==> src/rtl/bus_handshake.sv <==
// Purpose: fully registered valid/ready slice (skid buffer) between an upstream producer and a downstream consumer.
// Latency: one cycle from upstream acceptance to the word appearing on valid_src/data_src.
// Backpressure: a skid register absorbs one word when ready_src drops; ready_dnt is registered and falls only when the skid is full.
module bus_handshake #(
    parameter int WIDTH = 32
) (
    input  logic             clk,
    input  logic             rst,
    input  logic             valid_dnt,
    input  logic [WIDTH-1:0] data_dnt,
    output logic             ready_dnt,
    output logic             valid_src,
    output logic [WIDTH-1:0] data_src,
    input  logic             ready_src
);

    // EMPTY: no word held, ONE: output register full, FULL: output and skid full
    typedef enum logic [1:0] {
        EMPTY = 2'd0,
        ONE   = 2'd1,
        FULL  = 2'd2
    } state_t;

    state_t           state;
    logic             out_valid;
    logic [WIDTH-1:0] out_data;
    logic             skid_valid;
    logic [WIDTH-1:0] skid_data;

    logic up_xfer;
    logic dn_xfer;

    // Transfer qualifiers; ready_dnt comes straight from a flop, so no input reaches an output
    assign up_xfer   = valid_dnt & ready_dnt;
    assign dn_xfer   = out_valid & ready_src;

    assign ready_dnt = ~skid_valid;
    assign valid_src = out_valid;
    assign data_src  = out_data;

    // Slice state machine: data registers load only on an accepted transfer, reset discards everything
    always_ff @(posedge clk) begin
        if (rst) begin
            state      <= EMPTY;
            out_valid  <= 1'b0;
            out_data   <= '0;
            skid_valid <= 1'b0;
            skid_data  <= '0;
        end else begin
            case (state)
                EMPTY: begin
                    if (up_xfer) begin
                        out_data  <= data_dnt;
                        out_valid <= 1'b1;
                        state     <= ONE;
                    end
                end
                ONE: begin
                    if (dn_xfer && up_xfer) begin
                        // pass-through: the departing word is replaced in place
                        out_data <= data_dnt;
                    end else if (dn_xfer) begin
                        out_valid <= 1'b0;
                        state     <= EMPTY;
                    end else if (up_xfer) begin
                        // consumer stalled: park the new word behind the output
                        skid_data  <= data_dnt;
                        skid_valid <= 1'b1;
                        state      <= FULL;
                    end
                end
                FULL: begin
                    // upstream is blocked here, so only a downstream transfer moves anything
                    if (dn_xfer) begin
                        out_data   <= skid_data;
                        skid_valid <= 1'b0;
                        state      <= ONE;
                    end
                end
                default: begin
                    state      <= EMPTY;
                    out_valid  <= 1'b0;
                    skid_valid <= 1'b0;
                end
            endcase
        end
    end

endmodule

==> config.mk <==
export PLATFORM = sky130hd
export DESIGN_NAME = bus_handshake
export DESIGN_NICKNAME = d
export VERILOG_FILES = /design/src/rtl/bus_handshake.sv
export SDC_FILE = /design/constraint.sdc
export NUM_CORES = 1
export LEC_CHECK = 0
export CAP_MARGIN = 20
export CORE_MARGIN = 1.5
export CORE_UTILIZATION = 35
export CTS_BUF_LIST = sky130_fd_sc_hd__clkbuf_4 sky130_fd_sc_hd__clkbuf_8
export DETAILED_ROUTE_END_ITERATION = 16
export GPL_ROUTABILITY_DRIVEN = 0
export SLEW_MARGIN = 15
export SYNTH_ARGS = -nofsm -noshare
export SYNTH_HDL_FRONTEND = slang
export SYNTH_SLANG_ARGS = --single-unit
export TNS_END_PERCENT = 20
==> constraint.sdc <==
create_clock -name clk -period 1.7 [get_ports clk]
set_input_delay 0.34 -clock clk [delete_from_list [all_inputs] [get_ports clk]]
set_output_delay 0.34 -clock clk [all_outputs]
set_load 0.005 [all_outputs]
==> results.py, run 1 <==
metrics = {
    "global_routing": {
        "globalRouteTotalUtil_pct": 16.1,
        "antenna_found_initial": 0,
        "grt_pass1_wl_um": 12400,
        "grt.overflow.total": 0,
        "grt_pass1_vias": 2463,
        "grt_max_degree": 101,
    },
    "logic_synthesis": {
        "yosysWarnings": 0,
        "yosys_register_bits": 68,
        "ys_seq_area_share_pct": 42.2,
        "synth.most_common_cell": "dfxtp_1",
        "synthMuxAreaShare_pct": 19.9,
        "synth_compound_area_share_pct": 17.2,
        "syn_inst": 317,
        "synth_enable_flop_cells": 0,
        "synth_cell_types": 22,
        "synth_largest_area_cell": "dfxtp_1",
        "ys_top_cells_by_count": "dfxtp_1 (68), nand2b_1 (66), a211oi_1 (64), mux2i_1 (64), clkbuf_1 (20)",
        "synth_simple_gate_area_share_pct": 15.0,
        "synth_top_flop_cell": "dfxtp_1",
        "synth_top_area_share_pct": 42.2,
        "synth_area_leaders": "dfxtp_1 (42%), mux2i_1 (20%), a211oi_1 (15%)",
        "syn_area_sq_mm": 0.00323,
        "ys_async_sr_fraction_pct": 0,
        "synthAdderAreaFrac_pct": 0,
        "synth-xor-area-share_pct": 0,
        "synth_nets": 353,
        "synth_area_per_cell_sq_um": 10.2,
        "synth_top_family_by_area": "multiplexers",
    },
    "timing": {
        "setup_viol": 0,
        "final_hold_viol_count": 0,
        "worst_pin_slew_ns": 0.377,
        "max_freq_mhz": 620,
        "period_needed_ns": 1.61,
        "relSlewSlack_pct": 74.8,
        "rsz0062_at_grt": "no",
        "fin_crit_sh_pct": 94.9,
        "skew_ns": 0.00857,
        "slew_viol_final": 0,
        "tns_ns": 0,
        "setup_slack_ns": 0.0872,
    },
    "placement": {
        "dp_cells": 480,
        "pre_cts_ws_ns": -0.186,
        "dp_hpwl_um": 4840,
        "io_buffers": 69,
    },
    "floorplan": {
        "core_sq_mm": 0.00885,
        "die_y_um": 99.0,
        "start_util_pct": 36.5,
        "dieArea_sq_mm": 0.00980,
        "dieWidth_um": 99.0,
        "boundaryPins": 70,
        "rows": 34,
    },
    "clock_tree": {
        "clk_pin_slew_ns": 0.08,
        "cts_tree": "yes",
        "cts_setup_buffers": 0,
        "cts_resized": 1,
        "worstSkewPairLatency_ns": 0.35,
        "numCtsBuffers": 9,
        "htreeDepth": 3,
        "cts_sinks": 68,
        "cts_hold_buf": 0,
        "cts_buffer_depth": 2,
        "cts_root_buf": "clkbuf_8",
    },
    "power": {
        "powerDensity_mw_per_mm2": 1030,
        "ir_drop_mv": 0.589,
        "p_leak_nw": 1.71,
    },
    "worst_setup_path": {
        "crit_arrival_ns": 1.27,
        "worstPathRequired_ns": 1.36,
        "crit_fanout": 8,
        "start_kind": "flip-flop",
        "crit_family": "buffers and inverters",
        "max_stage_delay_ns": 0.52,
        "worstSetupPathType": "reg -> out",
        "slowest_stage": "clkdlybuf4s50_1",
        "endpoint_kind": "output port",
        "path_cells": "clkdlybuf4s50_1",
        "cp.buffers_inverters": 1,
    },
    "cells_and_area": {
        "multi_input_area_sq_mm": 0.00169,
        "syn_to_final_growth_pct": 33.6,
        "nets": 419,
        "antennaDiodeCount": 0,
        "final_cells": 496,
        "seq_area_sq_mm": 0.00136,
        "drive_above_1_share_pct": 10.6,
        "fill_cells": 804,
    },
    "detailed_routing": {
        "dr_wl_met3_um": 356,
        "first_pass_iters": 4,
        "wl_met1_um": 3640,
        "drt_iter0_drc": 71,
        "ant_nets": 0,
        "wl_um": 7530,
        "vias": 2514,
        "drc": 0,
        "wl_per_cell_um": 15.2,
        "dr.max_layer_used": "met4",
        "wl_met2_um": 3440,
        "drt-vias-per-instance": 5.07,
    },
    "flow_run": {
        "cap_violations": 0,
    },
    "hold_path": {
        "hold_path_class": "reg -> reg",
    },
    "outcome": {
        "outcome": "finished, final reports clean",
    },
}
## path summary, 6_finish.rpt
path | start | endpoint | slack (ns) | cells past startpoint
max | valid_src$_SDFFE_PP0P_ | valid_src | 0.09 | 1
min | skid_data[14]$_SDFFE_PP0P_ | skid_data[14]$_SDFFE_PP0P_ | 0.47 | 2
max reg2reg | state[0]$_SDFFE_PP0P_ | skid_data[17]$_SDFFE_PP0P_ | 0.14 | 4
min reg2reg | skid_data[14]$_SDFFE_PP0P_ | skid_data[14]$_SDFFE_PP0P_ | 0.47 | 2
## cells in the final DEF (no fill, tap or decap), types with 3 or more instances in the layout
cell type	synthesis	layout
dfxtp_1	68	66
clkdlybuf4s50_1	0	68
a211oi_1	64	64
inv_1	3	3
mux2i_1	64	64
a21oi_1	4	4
buf_12	0	4
buf_4	0	15
clkbuf_8	0	11
nand2b_1	66	65
## per-stage QoR
step | utilization, % | cell area [sq um] | hold WS [ns] | power [W]
2_1_floorplan | - | 3230 | 0.448 | 0.00242
3_3_place_gp | 46.0 | 4070 | 0.457 | 0.00289
3_5_place_dp | 46.0 | 4070 | 0.464 | 0.00291
4_1_cts | 48.7 | 4310 | 0.478 | 0.00448
5_1_grt | 48.7 | 4310 | 0.487 | 0.00465
6_report | 48.7 | 4310 | 0.473 | 0.00442
## layer usage
metal	vias to the layer above	GRT usage (%)
li1	1275	-
met1	1182	20.8
met2	47	24.9
met3	10	5.74
met4	0	5.82
met5	-	0
## sequential cells by signal, summed over array words and instances, names as in the netlist
name and flops:
data_src 32, skid_data 32, state 2, skid_valid 1
valid_src 1
## area by class of cell
class	count	share of cell area, %
Tap cell	108	3.13
Sequential cell	68	31.6
Timing Repair Buffer	88	20.4
Inverter	3	0.261
Clock buffer	11	3.51
Clock inverter	5	1.94
Multi-Input combinational cell	213	39.1
## logic make-up after synthesis
family / Yosys count
flops: 68
buf+inv: 36
simple gates: 74
compound gates: 75
mux: 64
## power breakdown
| part | switching, W | internal [W] |
|---|---|---|
| registers | 0.000104 | 0.00176 |
| logic | 0.000430 | 0.000577 |
| clock network | 0.000645 | 0.000908 |
| total | 0.00118 | 0.00324 |
No activity file was read; power rests on OpenSTA's default activity.
==> run 2, diff against run 1 <==
--- a/config.mk
+++ b/config.mk
@@ -11,7 +11,8 @@
 export CTS_BUF_LIST = sky130_fd_sc_hd__clkbuf_4 sky130_fd_sc_hd__clkbuf_8
 export DETAILED_ROUTE_END_ITERATION = 16
 export GPL_ROUTABILITY_DRIVEN = 0
-export SLEW_MARGIN = 15
+export SKIP_LAST_GASP = 1
+export SLEW_MARGIN = 10
 export SYNTH_ARGS = -nofsm -noshare
 export SYNTH_HDL_FRONTEND = slang
 export SYNTH_SLANG_ARGS = --single-unit
==> results of run 2 <==
The final DEF is identical to that of run 1; final timing and power are the same.
==> run 3, diff against run 2 <==
--- a/config.mk
+++ b/config.mk
@@ -6,6 +6,7 @@
 export NUM_CORES = 1
 export LEC_CHECK = 0
 export CAP_MARGIN = 20
+export CORE_ASPECT_RATIO = 1.1
 export CORE_MARGIN = 1.5
 export CORE_UTILIZATION = 35
 export CTS_BUF_LIST = sky130_fd_sc_hd__clkbuf_4 sky130_fd_sc_hd__clkbuf_8
==> run 3 against run 2 <==
Against the previous run:
- final area fell by 0.49%
- critical path depth rose by 1
- non-clock buffer count fell by 5
- clock power fell by 4%
- critical endpoint is now ready_dnt
- critical path type unchanged
- largest cell class unchanged
- global-route usage fell by 0.27 points
- largest power group unchanged
==> results.py, run 3 (synthesized netlist as in run 1, its figures left out) <==
metrics = {
    "placement": {
        "placed_area_sq_mm": 0.00407,
        "io_buffers": 69,
        "dp_cells": 481,
        "pre_cts_ws_ns": -0.231,
        "dp_hpwl_um": 4800,
    },
    "cells_and_area": {
        "antennaDiodeCount": 0,
        "multi_input_area_sq_mm": 0.00169,
        "final_cell_mix": "clkdlybuf4s50_1 (68), dfxtp_1 (67), nand2b_1 (65)",
        "syn_to_final_growth_pct": 32.9,
        "mostFrequentLayoutCell": "clkdlybuf4s50_1",
        "nets": 414,
        "seq_area_sq_mm": 0.00136,
        "drive_above_1_share_pct": 9.14,
        "final_cells": 497,
        "fill_cells": 867,
        "fin_area_sq_mm": 0.00429,
    },
    "detailed_routing": {
        "drt_iter0_drc": 69,
        "wl_um": 7550,
        "first_pass_iters": 7,
        "vias": 2535,
        "ant_nets": 0,
        "wl_per_cell_um": 15.2,
        "drt-vias-per-instance": 5.10,
        "drc": 0,
    },
    "worst_setup_path": {
        "cp.buffers_inverters": 2,
        "critPathLaunch": "skid_valid$_SDFFE_PP0P_",
        "path_cells": "inv_1 -> clkdlybuf4s50_1",
        "slowest_stage": "clkdlybuf4s50_1",
        "endpoint_kind": "output port",
        "worstPathRequired_ns": 1.36,
        "rr_startpoint": "state[0]$_SDFFE_PP0P_",
        "rr_worst_depth": 4,
        "start_kind": "flip-flop",
        "crit_family": "buffers and inverters",
        "path_depth": 2,
        "max_stage_delay_ns": 0.44,
        "worstSetupPathType": "reg -> out",
        "crit_arrival_ns": 1.28,
        "crit_fanout": 4,
    },
    "global_routing": {
        "grt_pass1_wl_um": 12300,
        "grt_max_degree": 101,
        "grt_use_met3_pct": 2.72,
        "grt_busiest_layer": "met2",
        "met2_usage_pct": 26.1,
        "grt_pass1_vias": 2505,
        "grt.overflow.total": 0,
        "globalRouteTotalUtil_pct": 15.9,
        "antenna_found_initial": 0,
        "met1_usage_pct": 20.2,
    },
    "timing": {
        "relSlewSlack_pct": 75.5,
        "period_needed_ns": 1.62,
        "max_freq_mhz": 619,
        "skew_ns": 0.00817,
        "setup_viol": 0,
        "final_hold_viol_count": 0,
        "worst_pin_slew_ns": 0.367,
        "fin_crit_sh_pct": 95.1,
        "timing.hold.ws_ns": 0.473,
        "rsz0062_at_grt": "yes",
        "slew_viol_final": 0,
        "setup_slack_ns": 0.0836,
    },
    "power": {
        "p_leak_nw": 1.69,
        "ir_drop_mv": 0.378,
        "powerDensity_mw_per_mm2": 1010,
        "seqPwrFrac_pct": 42.9,
        "p_sw_w": 0.00118,
        "power_frac_clock_pct": 34.2,
        "combinationalPowerShare_pct": 23.0,
        "p_sw_share_pct": 27.0,
        "p_int_w": 0.00317,
    },
    "clock_tree": {
        "htreeDepth": 3,
        "cts_buffer_depth": 2,
        "cts_sinks": 68,
        "clk_pin_slew_ns": 0.07,
        "cts_root_buf": "clkbuf_8",
        "worstSkewPairLatency_ns": 0.34,
        "numCtsBuffers": 9,
        "cts_tree": "yes",
    },
    "floorplan": {
        "die_y_um": 104,
        "core_sq_mm": 0.00892,
        "start_util_pct": 36.2,
        "dieArea_sq_mm": 0.00981,
        "dieWidth_um": 94.6,
        "boundaryPins": 70,
        "rows": 36,
    },
    "outcome": {
        "outcome": "finished, final reports clean",
    },
    "hold_path": {
        "hold_path_depth": 2,
        "hold_path_class": "reg -> reg",
        "min_from": "skid_data[15]$_SDFFE_PP0P_",
    },
    "flow_run": {
        "cap_violations": 0,
    },
}
run 3: power groups by stage:
stage | combinational, W | clock, W | sequential, W
finish | 0.00100 | 0.00149 | 0.00186
global route | 0.00109 | 0.00158 | 0.00188
CTS | 0.00101 | 0.00152 | 0.00187
detailed placement | 0.00101 | 0 | 0.00190
global placement | 0.000996 | 0 | 0.00190
floorplan | 0.000542 | 0 | 0.00188
run 3: through the flow:
stage          utilization [%]  total power, W  TNS (ns)
2_1_floorplan                -         0.00242         0
3_3_place_gp              45.6         0.00290     -8.60
3_5_place_dp              45.6         0.00291    -10.46
4_1_cts                   48.1         0.00439         0
5_1_grt                   48.1         0.00455   -0.0125
6_report                  48.1         0.00435         0
run 3: final timing paths:
check,endpoint,slack [ns]
worst max register to register,skid_data[13]$_SDFFE_PP0P_,0.17
worst max-delay path,ready_dnt,0.08
worst min register to register,skid_data[15]$_SDFFE_PP0P_,0.47
worst min-delay path,skid_data[15]$_SDFFE_PP0P_,0.47
run 3: cell type report:
class                           instances  area share, %
Clock buffer                           10           3.06
Clock inverter                          6           2.07
Inverter                                3          0.263
Tap cell                              114           3.33
Sequential cell                        68           31.8
Timing Repair Buffer                   83           20.2
Multi-Input combinational cell        213           39.3
run 3: per-layer routing:
metal | vias up | part of all wire [%]
met5 | - | 0
met3 | 8 | 3.0
met2 | 41 | 49
met4 | 0 | 1.5
li1 | 1280 | -
met1 | 1206 | 47
run 3: repair_timing:
item                                    in CTS  in global routing
endpoints found under the setup margin       0                  2
hold buffers                                 0                  0
resized for setup                            0                  1
setup buffers                                0                  0
run 3: worst reg2reg max path, cell delays in order, from the launching register on:
cell     delay [ns]
dfxtp_1        0.45
a21bo_1        0.30
nor3_4         0.23
buf_4          0.26
mux2i_1        0.22
